==> config.mk <==
export PLATFORM = sky130hd
export DESIGN_NAME = rrp_otf_convert_flat
export DESIGN_NICKNAME = d
export VERILOG_FILES = /design/src/rtl/rrp_otf_convert_if.sv /design/src/rtl/rrp_otf_convert.sv /design/src/flat_wrapper.sv
export SDC_FILE = /design/constraint.sdc
export NUM_CORES = 1
export LEC_CHECK = 0
export CAP_MARGIN = 40
export CORE_UTILIZATION = 55
export DETAILED_ROUTE_END_ITERATION = 10
export MAX_ROUTING_LAYER = met4
export PLACE_DENSITY = 0.82
export SYNTH_ARGS = -nofsm -noshare
export SYNTH_HDL_FRONTEND = slang
export SYNTH_SLANG_ARGS = --single-unit
==> constraint.sdc <==
create_clock -name clk -period 2.63 [get_ports clk]
set_input_delay 0.3945 -clock clk [delete_from_list [all_inputs] [get_ports clk]]
set_output_delay 0.3945 -clock clk [all_outputs]
set_load 0.02 [all_outputs]
==> src/rtl/rrp_otf_convert_if.sv <==
// Digit-in / word-out handshake bundle for the on-the-fly converter.
// slave = converter side, master = producer/consumer side.
interface rrp_otf_convert_if #(
  parameter int RADIX = 4,
  parameter int WIDTH = 8
);
  localparam int K = $clog2(RADIX);
  localparam int D = K + 1;
  localparam int W = WIDTH * K + 1;

  logic signed [D-1:0] in_digit;
  logic                in_valid;
  logic                in_ready;
  logic [W-1:0]        out_word;
  logic                out_valid;
  logic                out_ready;
  logic                err;

  modport slave (
    input  in_digit, in_valid, out_ready,
    output in_ready, out_word, out_valid, err
  );

  modport master (
    output in_digit, in_valid, out_ready,
    input  in_ready, out_word, out_valid, err
  );
endinterface

==> src/rtl/rrp_otf_convert.sv <==
// Q/QM on-the-fly conversion of an MSD-first signed-digit stream into a two's-complement word.
// Result registered one cycle after the last digit; in_ready drops only while a word is held and out_ready is low.
module rrp_otf_convert #(
  parameter int RADIX = 4,
  parameter int WIDTH = 8,
  parameter int DELAY = 3
) (
  input  logic             clk,
  input  logic             rst_n,
  rrp_otf_convert_if.slave bus
);
  localparam int K    = $clog2(RADIX);
  localparam int D    = K + 1;
  localparam int W    = WIDTH * K + 1;
  localparam int MAXC = (DELAY > WIDTH) ? DELAY : WIDTH;
  localparam int CW   = (MAXC > 1) ? $clog2(MAXC) : 1;
  localparam logic [CW-1:0] LAST_SKIP = CW'((DELAY > 0) ? DELAY - 1 : 0);
  localparam logic [CW-1:0] LAST_CONV = CW'(WIDTH - 1);

  typedef enum logic [1:0] {SKIP, CONV, HOLD} state_t;
  localparam state_t FIRST = (DELAY == 0) ? CONV : SKIP;

  state_t              state, eff_state, nxt_state;
  logic [CW-1:0]       cnt, eff_cnt, nxt_cnt;
  logic [W-1:0]        q, qm, eff_q, eff_qm, nxt_q, nxt_qm;
  logic [W-1:0]        word;
  logic                err_r, eff_err, nxt_err;
  logic                out_valid_r;
  logic signed [D-1:0] d_raw, d;
  logic [K-1:0]        lo, lo_m1;
  logic                illegal, accept, d_pos;

  assign d_raw   = bus.in_digit;
  assign illegal = (d_raw == {1'b1, {K{1'b0}}});
  assign d       = illegal ? '0 : d_raw;
  // Low K bits of d and d-1 equal (RADIX+d) and (RADIX-1+d) modulo RADIX.
  assign lo      = d[K-1:0];
  assign lo_m1   = lo - K'(1);
  assign d_pos   = !d[D-1] && (d != '0);

  assign bus.in_ready  = (state != HOLD) || bus.out_ready;
  assign accept        = bus.in_valid && bus.in_ready;
  assign bus.out_word  = word;
  assign bus.out_valid = out_valid_r;
  assign bus.err       = err_r;

  always_comb begin
    // A handshake in HOLD starts the next word in the same cycle, so its first digit sees cleared state.
    eff_state = state;
    eff_cnt   = cnt;
    eff_q     = q;
    eff_qm    = qm;
    eff_err   = err_r;
    if (state == HOLD && bus.out_ready) begin
      eff_state = FIRST;
      eff_cnt   = '0;
      eff_q     = '0;
      eff_qm    = '1;
      eff_err   = 1'b0;
    end

    nxt_state = eff_state;
    nxt_cnt   = eff_cnt;
    nxt_q     = eff_q;
    nxt_qm    = eff_qm;
    nxt_err   = eff_err;
    if (accept) begin
      case (eff_state)
        SKIP: begin
          nxt_err = eff_err | (d_raw != '0);
          nxt_cnt = eff_cnt + CW'(1);
          if (eff_cnt == LAST_SKIP) begin
            nxt_state = CONV;
            nxt_cnt   = '0;
          end
        end
        CONV: begin
          nxt_err = eff_err | illegal;
          nxt_q   = !d[D-1] ? {eff_q[W-K-1:0], lo} : {eff_qm[W-K-1:0], lo};
          nxt_qm  = d_pos ? {eff_q[W-K-1:0], lo_m1} : {eff_qm[W-K-1:0], lo_m1};
          nxt_cnt = eff_cnt + CW'(1);
          if (eff_cnt == LAST_CONV) begin
            nxt_state = HOLD;
            nxt_cnt   = '0;
          end
        end
        default: ;
      endcase
    end
  end

  always_ff @(posedge clk) begin
    if (!rst_n) begin
      state       <= FIRST;
      cnt         <= '0;
      q           <= '0;
      qm          <= '1;
      err_r       <= 1'b0;
      out_valid_r <= 1'b0;
      word        <= '0;
    end else begin
      state       <= nxt_state;
      cnt         <= nxt_cnt;
      q           <= nxt_q;
      qm          <= nxt_qm;
      err_r       <= nxt_err;
      out_valid_r <= (nxt_state == HOLD);
      if (nxt_state == HOLD) begin
        word <= nxt_q;
      end
    end
  end
endmodule

==> src/flat_wrapper.sv <==
// flat-port wrapper written by rule: the top's interface ports become plain ports
module rrp_otf_convert_flat 
#(
  parameter int RADIX = 4,
  parameter int WIDTH = 8,
  parameter int DELAY = 3
)
  (clk, rst_n, bus_in_digit, bus_in_valid, bus_out_ready, bus_in_ready, bus_out_word, bus_out_valid, bus_err);
  rrp_otf_convert_if #(.RADIX(RADIX), .WIDTH(WIDTH)) bus_i ();
  input  logic clk;
  input  logic rst_n;
  input wire logic [$bits(bus_i.in_digit)-1:0] bus_in_digit;
  input wire logic [$bits(bus_i.in_valid)-1:0] bus_in_valid;
  input wire logic [$bits(bus_i.out_ready)-1:0] bus_out_ready;
  output wire logic [$bits(bus_i.in_ready)-1:0] bus_in_ready;
  output wire logic [$bits(bus_i.out_word)-1:0] bus_out_word;
  output wire logic [$bits(bus_i.out_valid)-1:0] bus_out_valid;
  output wire logic [$bits(bus_i.err)-1:0] bus_err;
  assign bus_i.in_digit = bus_in_digit;
  assign bus_i.in_valid = bus_in_valid;
  assign bus_i.out_ready = bus_out_ready;
  assign bus_in_ready = bus_i.in_ready;
  assign bus_out_word = bus_i.out_word;
  assign bus_out_valid = bus_i.out_valid;
  assign bus_err = bus_i.err;
  rrp_otf_convert #(.RADIX(RADIX), .WIDTH(WIDTH), .DELAY(DELAY)) u_core (.clk(clk), .rst_n(rst_n), .bus(bus_i));
endmodule
==> reports/metrics.yaml <==
critical_path:
  cp_max_fo: 5
  path_buf_inv: 3
  required_ns: 2.24
  timing.critical_path.mode_cell: "clkdlybuf4s50_1"
  path_class: "input port to output pin"
  worstSetupStartpointType: "input port"
  crit_path_end_kind: "output pin"
  crit_chain: "clkdlybuf4s50_1, buf_4, or3b_4, clkdlybuf4s50_1"
  cp_top_family: "buffers and inverters"
  cp.arrival_ns: 2.00
  r2r_slack_ns: 0.39
  crit_slowest_cell: "clkdlybuf4s50_1"
  crit_path_max_incr_delay_ns: 0.55
job:
  maxCapViolations: 0
pwr:
  combinationalPowerShare: 0.067
  internal-power_w: 0.00112
  ir_drop_mv: 0.397
  net-switching-power_w: 0.000355
  power_w: 0.00147
  p_leak_nw: 1.21
  power_frac_seq: 0.587
  sw_frac_of_total: 0.241
  p_clk_frac: 0.346
  p_per_area_nw_per_um2: 512
cells_and_area:
  final_cell_mix: "dfxtp_1 (56), a21oi_1 (30), nor2_1 (29)"
  drive_above_1_share: 0.0915
  final_common_cell: "dfxtp_1"
  multiInputGateArea_um2: 1240
  n_antenna_cell: 0
  seq_area_um2: 1120
  area_growth_pct: 13.0
  nets: 305
  fillers: 349
clock_tree:
  cts_setup_buffers: 0
  tritoncts: "built"
  cts.sinks: 56
  postCtsHoldBufs: 0
  cts-root-buf: "clkbuf_8"
  post_cts_resized: 0
  clkLatencyLatePin_ns: 0.31
  cts_buffers: 5
  clock_path_buffers: 2
  cts.clk_slew.worst_paths_ns: 0.10
  cts_htree_levels: 2
logic_synthesis:
  synth_area_leader_cell: "dfxtp_1"
  synth_area_um2: 2550
  syn_nets: 285
  ys_warn_count: 0
  synth.distinct_cells: 39
  yosys-top-cells-area: "dfxtp_1 (44%), a21oi_1 (5.9%), o211a_1 (5.5%)"
  yosysSeqAreaShare: 0.440
  synth_top_area_frac: 0.440
  synth-seq-cells: 56
  netlist_instances: 274
  syn_area_per_cell_um2: 9.29
floorplanning:
  io_pins: 27
  initial_core_util: 0.577
  dieArea_um2: 4910
  row_count: 24
  dieHeight_um: 70.0
  core_area_um2: 4410
  die_w_um: 70.0
sta:
  finalCritPeriodShare: 0.911
  fin_crit_ns: 2.40
  worst-slew-pin-transition_ns: 0.664
  timing.fmax_ghz: 0.417
  finalHoldViolCount: 0
  slew_headroom: 0.555
  grt_setup_unrepaired: "false"
  finalSetupViolCount: 0
  setup-tns-final_ns: 0
  drv_slew: 0
  fin_skew_ns: 0.00722
grt:
  grt_pass1_vias: 1878
  grt_pass1_wl_um: 9170
  track_usage: 0.241
  antenna_found_initial: 0
  grt_max_degree: 57
  grt.overflow.total: 0
placed_design:
  place_congestion: 0.807
  io_buffers: 26
  dpl.hpwl_um: 3630
status:
  status: "finished clean"
detailed_routing:
  routed_wl_um: 5560
  wl_per_cell_um: 16.0
  route.detailed.drc: 0
  antenna_left: 0
  viasPerCell: 6.02
  drt-initial-drc-count: 156
  drtPass1Iterations: 4
  dr_total_vias: 2090
hold_path:
  min_path_type: "flop to flop"
layer usage:
metal | share of wire | global-route usage | vias up
met5 | 0 | - | -
met4 | 0.028 | 0.102 | 0
met3 | 0.050 | 0.0476 | 17
met2 | 0.43 | 0.348 | 69
met1 | 0.49 | 0.330 | 968
li1 | - | - | 1036
state kept, by name (all words and copies together), names as in the netlist:
| register | cells |
|---|---|
| u_core.qm | 15 |
| u_core.bus.err | 1 |
| u_core.state | 2 |
| u_core.bus.out_valid | 1 |
| u_core.cnt | 3 |
| u_core.bus.out_word | 17 |
| u_core.q | 17 |
final cells by class:
| cell class | instances | area share |
|---|---|---|
| tap | 52 | 0.0226 |
| clock inverter | 2 | 0.00478 |
| timing repair buffer | 36 | 0.117 |
| multi-input combinational | 189 | 0.430 |
| sequential | 56 | 0.390 |
| inverter | 6 | 0.00783 |
| clock buffer | 6 | 0.0287 |
cells in the mapped netlist (all sizes together):
library cell	instances
dfxtp	56
nor2	31
a21oi	30
o21ai	22
nor2b	20
buf	16
a221oi	14
o211a	14
o31ai	14
clkbuf	7
inv	6
nand2	6
a21boi	4
ha	4
nand2b	4
a22oi	3
and2	3
nand3b	3
a31oi	2
and3b	2
nand3	2
o21a	2
o22ai	2
a32oi	1
a41oi	1
and3	1
o211ai	1
o311ai	1
or3	1
or3b	1
worst register-to-register path: cells and delay by family (launching register included):
kind            cells  cell delay [ns]
compound gates      3             0.90
fa+ha+maj           2             0.36
buf+inv             1             0.10
flops               1             0.45
simple gates        2             0.36
per-stage QoR:
stage                     instance area [um^2]  cells  utilization  hold WS (ns)  setup slack [ns]
final                                     2880    347        0.652         0.467             0.234
after global placement                    2780    339        0.630         0.457             0.181
after floorplan                           2550    274            -         0.466             0.678
after global routing                      2880    347        0.652         0.513             0.118
after detailed placement                  2780    339        0.630         0.462            0.0499
after CTS                                 2880    347        0.652         0.476             0.246
power by group through the flow:
stage          registers [W]  clock network, W   logic, W
2_1_floorplan       0.000883                 0  0.0000662
3_3_place_gp        0.000883                 0  0.0000961
3_5_place_dp        0.000884                 0  0.0000977
4_1_cts             0.000864          0.000509  0.0000982
5_1_grt             0.000866          0.000550   0.000108
6_report            0.000864          0.000509  0.0000991
path summary, 6_finish.rpt:
check / from / cells past startpoint / endpoint
min reg2reg: u_core.bus.err$_SDFF_PN0_ / 2 / u_core.bus.err$_SDFF_PN0_
max: bus_out_ready / 4 / bus_in_ready
min: u_core.bus.err$_SDFF_PN0_ / 2 / u_core.bus.err$_SDFF_PN0_
max reg2reg: u_core.state[1]$_SDFF_PN0_ / 8 / u_core.bus.out_word[3]$_SDFFE_PN0N_
cells by family (layout without fill, tap and decap cells):
family                     after synthesis  in the layout  synth area share
AOI/OAI and AO/OA                      111            111             0.304
buffers and inverters                   29             50            0.0742
adders and majority gates                4              4            0.0197
and+or+nand+nor                         74             74             0.162
DFF                                     56             56             0.440
Note: power is estimated with default switching activity, not from simulation.
